$ cat src/rtl/simd_alu_pkg.sv
// simd_alu_pkg: shared codes, lane encodings and FSM states for simd_alu_pipe.
// Saturating ops exist only when SIMD_ALU_SAT_EN is defined.
package simd_alu_pkg;

  localparam logic [5:0] OP_VAND  = 6'b000001;
  localparam logic [5:0] OP_VOR   = 6'b000010;
  localparam logic [5:0] OP_VXOR  = 6'b000011;
  localparam logic [5:0] OP_VNOT  = 6'b000100;
  localparam logic [5:0] OP_VMOV  = 6'b000101;
  localparam logic [5:0] OP_VADD  = 6'b000110;
  localparam logic [5:0] OP_VSUB  = 6'b000111;
  localparam logic [5:0] OP_VSLL  = 6'b001010;
  localparam logic [5:0] OP_VSRL  = 6'b001011;
  localparam logic [5:0] OP_VSRA  = 6'b001100;
  localparam logic [5:0] OP_VDIV  = 6'b001110;
  localparam logic [5:0] OP_VMOD  = 6'b001111;
  localparam logic [5:0] OP_VADDS = 6'b010011;
  localparam logic [5:0] OP_VSUBS = 6'b010100;

  localparam logic [1:0] WW_8  = 2'b00;
  localparam logic [1:0] WW_16 = 2'b01;
  localparam logic [1:0] WW_32 = 2'b10;
  localparam logic [1:0] WW_64 = 2'b11;

  typedef enum logic {
    ST_IDLE = 1'b0,
    ST_DIV  = 1'b1
  } state_t;

  function automatic int unsigned lane_w(input logic [1:0] ww);
    return 32'd8 << ww;
  endfunction

  function automatic logic op_is_div(input logic [5:0] op);
    return (op == OP_VDIV) || (op == OP_VMOD);
  endfunction

  function automatic logic op_legal(input logic [5:0] op);
    logic ok;
    ok = 1'b0;
    unique case (1'b1)
      (op == OP_VAND), (op == OP_VOR),
      (op == OP_VXOR), (op == OP_VNOT),
      (op == OP_VMOV), (op == OP_VADD),
      (op == OP_VSUB), (op == OP_VSLL),
      (op == OP_VSRL), (op == OP_VSRA),
      (op == OP_VDIV), (op == OP_VMOD):
        ok = 1'b1;
`ifdef SIMD_ALU_SAT_EN
      (op == OP_VADDS), (op == OP_VSUBS):
        ok = 1'b1;
`endif
      default: ok = 1'b0;
    endcase
    return ok;
  endfunction

endpackage

$ cat src/rtl/simd_lane_divider.sv
// simd_lane_divider: lane-parallel restoring divider, one quotient
// bit per lane per cycle; lane boundaries follow the latched ww.
module simd_lane_divider
  import simd_alu_pkg::*;
#(
  parameter int DATA_W = 64
) (
  input  logic              clk,
  input  logic              rst_n,
  input  logic              start,
  input  logic [DATA_W-1:0] dividend,
  input  logic [DATA_W-1:0] divisor,
  input  logic [1:0]        ww,
  output logic              done,
  output logic [DATA_W-1:0] quot,
  output logic [DATA_W-1:0] rem,
  output logic              div_zero
);

  logic              busy;
  logic [6:0]        cnt;
  logic [1:0]        wsel;
  logic [DATA_W-1:0] q;
  logic [DATA_W-1:0] r;
  logic [DATA_W-1:0] d;
  logic [DATA_W-1:0] q_step;
  logic [DATA_W-1:0] r_step;

  for (genvar g = 0; g < 4; g++) begin : g_w
    localparam int W = 8 << g;
    localparam int N = DATA_W / W;
    logic [DATA_W-1:0] qn;
    logic [DATA_W-1:0] rn;
    logic [N-1:0]      zl;
    for (genvar l = 0; l < N; l++) begin : g_l
      logic [W:0]   rs;
      logic [W-1:0] rd;
      logic [W-1:0] dl;
      logic         ge;
      assign dl = d[l*W +: W];
      assign rs = {r[l*W +: W], q[l*W+W-1]};
      assign ge = rs >= {1'b0, dl};
      assign rd = rs[W-1:0] - dl;
      assign rn[l*W +: W] = ge ? rd : rs[W-1:0];
      assign qn[l*W +: W] = {q[l*W +: W-1], ge};
      assign zl[l] = (dl == '0);
    end
  end

  // pick the step result for the lane width of this division
  always_comb begin
    q_step   = g_w[0].qn;
    r_step   = g_w[0].rn;
    div_zero = |g_w[0].zl;
    case (wsel)
      WW_16: begin
        q_step   = g_w[1].qn;
        r_step   = g_w[1].rn;
        div_zero = |g_w[1].zl;
      end
      WW_32: begin
        q_step   = g_w[2].qn;
        r_step   = g_w[2].rn;
        div_zero = |g_w[2].zl;
      end
      WW_64: begin
        q_step   = g_w[3].qn;
        r_step   = g_w[3].rn;
        div_zero = |g_w[3].zl;
      end
      default: ;
    endcase
  end

  assign done = busy && (cnt == 7'(lane_w(wsel) - 1));
  assign quot = q_step;
  assign rem  = r_step;

  // operand latch on start, then W iterations
  always_ff @(posedge clk or negedge rst_n) begin
    if (!rst_n) begin
      busy <= 1'b0;
      cnt  <= '0;
      wsel <= WW_8;
      q    <= '0;
      r    <= '0;
      d    <= '0;
    end else if (start) begin
      busy <= 1'b1;
      cnt  <= '0;
      wsel <= ww;
      q    <= dividend;
      r    <= '0;
      d    <= divisor;
    end else if (busy) begin
      q   <= q_step;
      r   <= r_step;
      cnt <= cnt + 7'd1;
      if (done) busy <= 1'b0;
    end
  end

endmodule

$ cat src/rtl/simd_alu_pipe.sv
// simd_alu_pipe: clocked SIMD ALU with valid/ready ports and an
// iterative divider. Define SIMD_ALU_SAT_EN for VADDS/VSUBS.
module simd_alu_pipe
  import simd_alu_pkg::*;
#(
  parameter int DATA_W = 64
) (
  input  logic              clk,
  input  logic              rst_n,
  input  logic              in_valid,
  output logic              in_ready,
  input  logic [0:DATA_W-1] ra,
  input  logic [0:DATA_W-1] rb,
  input  logic [5:0]        r_ins,
  input  logic [1:0]        ww,
  output logic              out_valid,
  input  logic              out_ready,
  output logic [0:DATA_W-1] alu_out,
  output logic              div_zero,
  output logic              op_err
);

  state_t            state;
  state_t            state_nxt;
  logic [DATA_W-1:0] a;
  logic [DATA_W-1:0] b;
  logic [DATA_W-1:0] res_simple;
  logic              accept;
  logic              is_div;
  logic              legal;
  logic              mod_q;
  logic              div_done;
  logic              div_dz;
  logic [DATA_W-1:0] div_q;
  logic [DATA_W-1:0] div_r;

  assign a        = ra;
  assign b        = rb;
  assign in_ready = (state == ST_IDLE) && (!out_valid || out_ready);
  assign accept   = in_valid && in_ready;
  assign is_div   = op_is_div(r_ins);
  assign legal    = op_legal(r_ins);

  for (genvar g = 0; g < 4; g++) begin : g_w
    localparam int W  = 8 << g;
    localparam int SH = 3 + g;
    localparam int N  = DATA_W / W;
    logic [DATA_W-1:0] res;
    for (genvar l = 0; l < N; l++) begin : g_l
      logic [W-1:0]  x;
      logic [W-1:0]  y;
      logic [W-1:0]  r;
      logic [SH-1:0] amt;
      assign x   = a[l*W +: W];
      assign y   = b[l*W +: W];
      assign amt = y[SH-1:0];
`ifdef SIMD_ALU_SAT_EN
      logic [W:0] sum;
      logic [W:0] dif;
      assign sum = {1'b0, x} + {1'b0, y};
      assign dif = {1'b0, x} - {1'b0, y};
`endif
      // single-cycle lane function
      always_comb begin
        r = '0;
        case (r_ins)
          OP_VAND:  r = x & y;
          OP_VOR:   r = x | y;
          OP_VXOR:  r = x ^ y;
          OP_VNOT:  r = ~x;
          OP_VMOV:  r = x;
          OP_VADD:  r = x + y;
          OP_VSUB:  r = x - y;
          OP_VSLL:  r = x << amt;
          OP_VSRL:  r = x >> amt;
          OP_VSRA:  r = $signed(x) >>> amt;
`ifdef SIMD_ALU_SAT_EN
          OP_VADDS: r = sum[W] ? '1 : sum[W-1:0];
          OP_VSUBS: r = dif[W] ? '0 : dif[W-1:0];
`endif
          default:  r = '0;
        endcase
      end
      assign res[l*W +: W] = r;
    end
  end

  // lane-width select of the simple result
  always_comb begin
    res_simple = g_w[0].res;
    case (ww)
      WW_16:   res_simple = g_w[1].res;
      WW_32:   res_simple = g_w[2].res;
      WW_64:   res_simple = g_w[3].res;
      default: ;
    endcase
  end

  simd_lane_divider #(
    .DATA_W(DATA_W)
  ) u_div (
    .clk     (clk),
    .rst_n   (rst_n),
    .start   (accept && is_div),
    .dividend(a),
    .divisor (b),
    .ww      (ww),
    .done    (div_done),
    .quot    (div_q),
    .rem     (div_r),
    .div_zero(div_dz)
  );

  // state register
  always_ff @(posedge clk or negedge rst_n) begin
    if (!rst_n) state <= ST_IDLE;
    else        state <= state_nxt;
  end

  // next state
  always_comb begin
    state_nxt = state;
    case (state)
      ST_IDLE: if (accept && is_div) state_nxt = ST_DIV;
      ST_DIV:  if (div_done)         state_nxt = ST_IDLE;
      default: state_nxt = ST_IDLE;
    endcase
  end

  // remember whether the running division wants the remainder
  always_ff @(posedge clk or negedge rst_n) begin
    if (!rst_n)                mod_q <= 1'b0;
    else if (accept && is_div) mod_q <= (r_ins == OP_VMOD);
  end

  // output register: load, hold under backpressure, or drain
  always_ff @(posedge clk or negedge rst_n) begin
    if (!rst_n) begin
      out_valid <= 1'b0;
      alu_out   <= '0;
      div_zero  <= 1'b0;
      op_err    <= 1'b0;
    end else if (div_done) begin
      out_valid <= 1'b1;
      alu_out   <= mod_q ? div_r : div_q;
      div_zero  <= div_dz;
      op_err    <= 1'b0;
    end else if (accept && !is_div) begin
      out_valid <= 1'b1;
      alu_out   <= legal ? res_simple : '0;
      div_zero  <= 1'b0;
      op_err    <= !legal;
    end else if (out_ready) begin
      out_valid <= 1'b0;
    end
  end

endmodule

$ cat config.mk
export PLATFORM = sky130hd
export DESIGN_NAME = simd_alu_pipe
export DESIGN_NICKNAME = d
export VERILOG_FILES = /design/src/rtl/simd_alu_pkg.sv /design/src/rtl/simd_lane_divider.sv /design/src/rtl/simd_alu_pipe.sv
export SDC_FILE = /design/constraint.sdc
export NUM_CORES = 2
export LEC_CHECK = 0
export BUFFER_PORTS_ARGS = -buffer_cell sky130_fd_sc_hd__buf_2
export CORE_MARGIN = 2
export CORE_UTILIZATION = 60
export CTS_BUF_LIST = sky130_fd_sc_hd__clkbuf_16
export CTS_CLUSTER_SIZE = 12
export DETAILED_ROUTE_END_ITERATION = 6
export GPL_TIMING_DRIVEN = 1
export PLACE_DENSITY = 0.77
export RECOVER_POWER = 50
export REMOVE_ABC_BUFFERS = 1
export SLEW_MARGIN = 30
export SYNTH_ARGS = -nofsm -noshare
export SYNTH_HDL_FRONTEND = slang
export SYNTH_SLANG_ARGS = --single-unit
$ cat constraint.sdc
create_clock -name clk -period 3.9 [get_ports clk]
set_input_delay 0.39 -clock clk [delete_from_list [all_inputs] [get_ports clk]]
set_output_delay 0.39 -clock clk [all_outputs]
set_load 0.01 [all_outputs]
==> metrics.txt, run 1 <==
status stopped before the end; Failed at 5_1_grt; tool error [ERROR GRT-0116] Global routing finished with congestion. Check the congestion regions in the DRC Viewer.; Top FF cell, synth dfrtp_1; synth unique cells 119; Ys Warns 0; IO Count 208; chip width 322.9 um; global placer's final weighted congestion roughly 1.4; Post-synth EDFFs 0; #FFs+latches synth 271; # H-tree levels 1; Initial Utilization 60.76%; synthesized area 61,030 sq um; Placement Rows ~120; GRT overflow between 150 and 200; first-pass GRT wire length 591,300 um; Clock Path Buffers 3; DP Worst Slack -1.984 ns; CTS Sinks 271; die extent in y about 320 um; CTS root buffer clkbuf_16; Num CTS Buffers 29; ys async rst share 100.0%; vias in the first global route 91,880; largest net degree at the start of global routing 169; Seq/Total Area, Yosys 11.11%; Gate Count Post-Synth roughly 8,600; DP HPWL 264,400 um; Avg Cell Area, Syn 7.109 sq um; Total Routing Usage GR around 76%; Port Buffer Count 207
==> cell families after synthesis <==
kind of cell / count (synthesis) / share of synthesized area (%)
AOI/OAI and AO/OA: 3042 / 32.37
xor gates and xnor gates: 445 / 6.386
adders and majority gates: 398 / 8.443
buffers and inverters: 1094 / 7.407
DFF: 271 / 11.11
muxes: 588 / 14.40
and+or+nand+nor: 2747 / 19.88
==> synthesized netlist by cell type, drive strengths merged (50+ instances only) <==
cell type	n	area, sq um
a211oi	159	1221
a21o	164	1231
a21oi	767	3865
a221oi	102	918.4
a31oi	153	963.4
buf	289	1495
clkbuf	502	1888
dfrtp	271	6782
ha	375	4692
inv	290	1089
mux2	50	566.8
mux2i	313	3133
mux4	225	5090
nand2	985	3702
nand2b	57	356.6
nand3	188	958.4
nand4	101	644.4
nor2	933	3507
nor3	171	870.8
o211ai	160	1225
o21a	57	435.4
o21ai	769	3879
o22ai	78	488.0
o31ai	57	432.9
xnor2	346	3030
xor2	99	867.1
==> routing by layer <==
| metal | overflow | track usage (%) |
|---|---|---|
| met1 | 5 | 76.58 |
| met2 | 79 | 86.85 |
| met3 | 10 | 67.41 |
| met4 | 74 | 68.25 |
| met5 | 3 | 47.96 |
==> repair_timing <==
item | in CTS
endpoints found under the hold margin | 60
cloned | 6
buffers inserted | 105
hold buffers | 1
pin swaps | 244
endpoints found under the setup margin | 84
gates resized for setup | 427
==> metrics by stage <==
step	hold slack, ns	instances	instance area (sq um)	util (%)	setup TNS, ns
2_1_floorplan	0.09441	7794	57650	-	-1357.63
3_3_place_gp	0.3757	11190	74910	74.58	-69.40
3_5_place_dp	0.3841	11190	74930	74.60	-78.68
4_1_cts	0.1269	11330	78460	78.12	-10.87
==> run 2, diff against run 1 <==
Settings changed: CORE_UTILIZATION 60 to 40, CTS_BUF_LIST sky130_fd_sc_hd__clkbuf_16 to default, CTS_CLUSTER_SIZE 12 to default, PLACE_DENSITY 0.77 to default, PLACE_DENSITY_LB_ADDON from default to 0.15.
==> run 2 against run 1 <==
The flow now finishes, with violations (design-rule violations, max-capacitance violations, max-slew violations, negative setup slack). Synthesized cell count did not move. Synthesized area unchanged.
==> metrics.txt, run 2 <==
status complete, but fails checks; failing checks design-rule violations, max-capacitance violations, max-slew violations, negative setup slack; initial antenna violation count 32; Final ANT Viol Nets 0; die area 155,700 sq um; DR vias about 87,000; worst min path class in2reg; Slew HR -58.53%; area leader, netlist dfrtp_1; global placer's final weighted congestion 1.173 (-17%); final-report hold violation count 0; Max stage delay cell, worst path or4_4; Setup TNS -24.32 ns; RSZ-0062 raised after global routing yes; # H-tree levels 1 (unchanged); Top FF cell, synth dfrtp_1; reg-to-reg setup timing slack -0.33 ns; wire per inst 34.03 um; Pre-antenna DRT Iters 7; vias in the first global route about 80,000; #FFs+latches synth 271 (unchanged); slowest stage delay, CP 0.57 ns; DRC 48; Worst setup EP type flip-flop; DP Worst Slack -2.356 ns (-0.3723 ns); largest net degree at the start of global routing 121; Synth-to-Final Area Change 43.34%; Ys Warns 0 (unchanged); Commonest cells post-synth nand2_1 (983), nor2_1 (931), a21oi_1 (760); Clock Path Buffers 3 (unchanged); Pwr Density 466.8 nW/um^2; clock tree from TritonCTS yes; drt first-iter violations 15,380; CORE AREA 151,700 sq um; ys async rst share 100.0% (unchanged); Gate Count Post-Synth 8,585 (unchanged); slew at the pin with the worst max-slew slack ~2.4 ns; final core utilization approximately 58%; Reg area between 6000 and 7000 sq um; most frequent cells in the layout buf_4 (2,384), nand2_1 (956), nor2_1 (887); IO Count 208 (unchanged); final setup skew 0.03300 ns; Initial Utilization 40.22% (-21 points); Filler cells 14,530; synth unique cells 119 (unchanged); Avg Cell Area, Syn 7.109 sq um (unchanged); CTS root buffer clkbuf_16; Routed WL 432,300 um; CP Launch Type input port; synthesized area 61,030 sq um (unchanged); Arr. time, crit path 5.10 ns; Final Slew Violations 83; Worst-Skew Late Latency 0.65 ns; Total Routing Usage GR 52.71%; share of layout cells above drive strength 1 35.50%; CP bufs+invs 10; CTS Sinks 271 (unchanged); Port Buffer Count 207 (unchanged); Post-synth EDFFs 0 (unchanged); GRT overflow 0; top cell type's share of synthesized area 11.11% (unchanged); Seq/Total Area, Yosys 11.11% (unchanged); die extent in y 394.6 um (+22%); static leakage 0.03881 uW; most frequent cell after synthesis nand2_1; Final Setup Violations 55; chip width 394.6 um (+22%); Num CTS Buffers 30 (+3.4%); clock-pin slew on the worst setup and hold paths 0.06 ns; Fmax 216.7 MHz; maximum VDD drop 0.0005510 V; net total in the final layout between 10,000 and 15,000; DR vias/cell 6.858; Max-Cap Viols 1; final setup margin -0.7152 ns; critical path class in2reg; commonest non-fill, non-tap cell in the layout buf_4; first-pass GRT wire length 600,000 um; Tot Pwr 40,840 uW; Synth area leaders dfrtp_1 (11%), mux4_2 (8.1%), ha_1 (7.7%); crit-path max FO 6; min Tclk post-route 4.615 ns; cell mode on critical path buf_6; WP data required 4.39 ns; fin crit share 118.3%; multi-input gate area in the final layout 53,620 sq um; DP HPWL 342,800 um (+30%); delay-heaviest family, CP simple AND/OR/NAND/NOR gates; Placement Rows 143 (+23%)
[run 2: cell counts after synthesis]
No cell type changed its count.
[run 2: worst min-delay path: stages]
cell and delay (ns):
buf_2 0.13, inv_1 0.07, a21o_1 0.12
[run 2: cell families after synthesis]
| family | after synthesis | share of synthesized area [%] |
|---|---|---|
| flip-flops | 271 | 11.11 |
| buffers and inverters | 1094 | 7.407 |
| multiplexers | 588 | 14.40 |
| XOR/XNOR | 445 | 6.386 |
| AO/OA/AOI/OAI | 3042 | 32.37 |
| AND/OR/NAND/NOR | 2747 | 19.88 |
| adder cells (fa/ha/maj) | 398 | 8.443 |
[run 2: metrics by stage]
step	std cells	area, sq um	hold WS [ns]
floorplan	7794	57650	0.09441
global placement	12490	80890	0.4141
detailed placement	12490	80900	0.4165
CTS	12600	84870	0.09382
global route	12690	87440	0.1354
finish	12700	87480	0.1189
[run 2: cell type report]
class / count / area share (%)
clock buffer: 40 / 0.9697
timing repair buffer: 2802 / 25.48
clock inverter: 16 / 0.2274
antenna: 22 / 0.06293
multi-input combinational: 7220 / 61.29
inverter: 303 / 1.310
sequential: 271 / 7.759
tap: 2030 / 2.903
[run 2: path summary, 6_finish.rpt]
check / startpoint / endpoint / cells past startpoint
worst min register to register: state$_DFF_PN0_ / state$_DFF_PN0_ / 2
worst min-delay path: out_ready / out_valid$_DFFE_PN0P_ / 3
max in group asynchronous: rst_n / u_div.d[7]$_DFFE_PN0P_ / 3
worst max-delay path: rb[59] / alu_out[9]$_DFFE_PN0P_ / 27
min in group asynchronous: rst_n / u_div.r[61]$_DFFE_PN0P_ / 2
worst max register to register: u_div.d[13]$_DFFE_PN0P_ / alu_out[3]$_DFFE_PN0P_ / 17
[run 2: layer usage]
metal | GRT usage, % | part of all wire [%] | routed length [um]
met1 | 68.12 | 37 | 160000
met4 | 33.32 | 8.5 | 36930
met2 | 71.45 | 38 | 164000
met3 | 22.08 | 16 | 71110
met5 | 0 | 0.062 | 267
[run 2: what timing repair did]
item | in CTS | in global routing
gates cloned | 3 | 1
resized for setup | 515 | 388
endpoints found under the setup margin | 94 | 109
hold buffers | 1 | 0
pin swaps | 286 | 249
endpoints found under the hold margin | 77 | 0
setup buffers | 76 | 92
[run 2: power breakdown]
| group | internal (uW) | switching (uW) | leakage (uW) |
|---|---|---|---|
| combinational | 13700 | 18500 | 0.0352 |
| clock | 1750 | 1470 | 0.000507 |
| sequential | 3980 | 1360 | 0.00309 |
| total | 19500 | 21400 | 0.0388 |
Power figures use the tool's default switching activity.
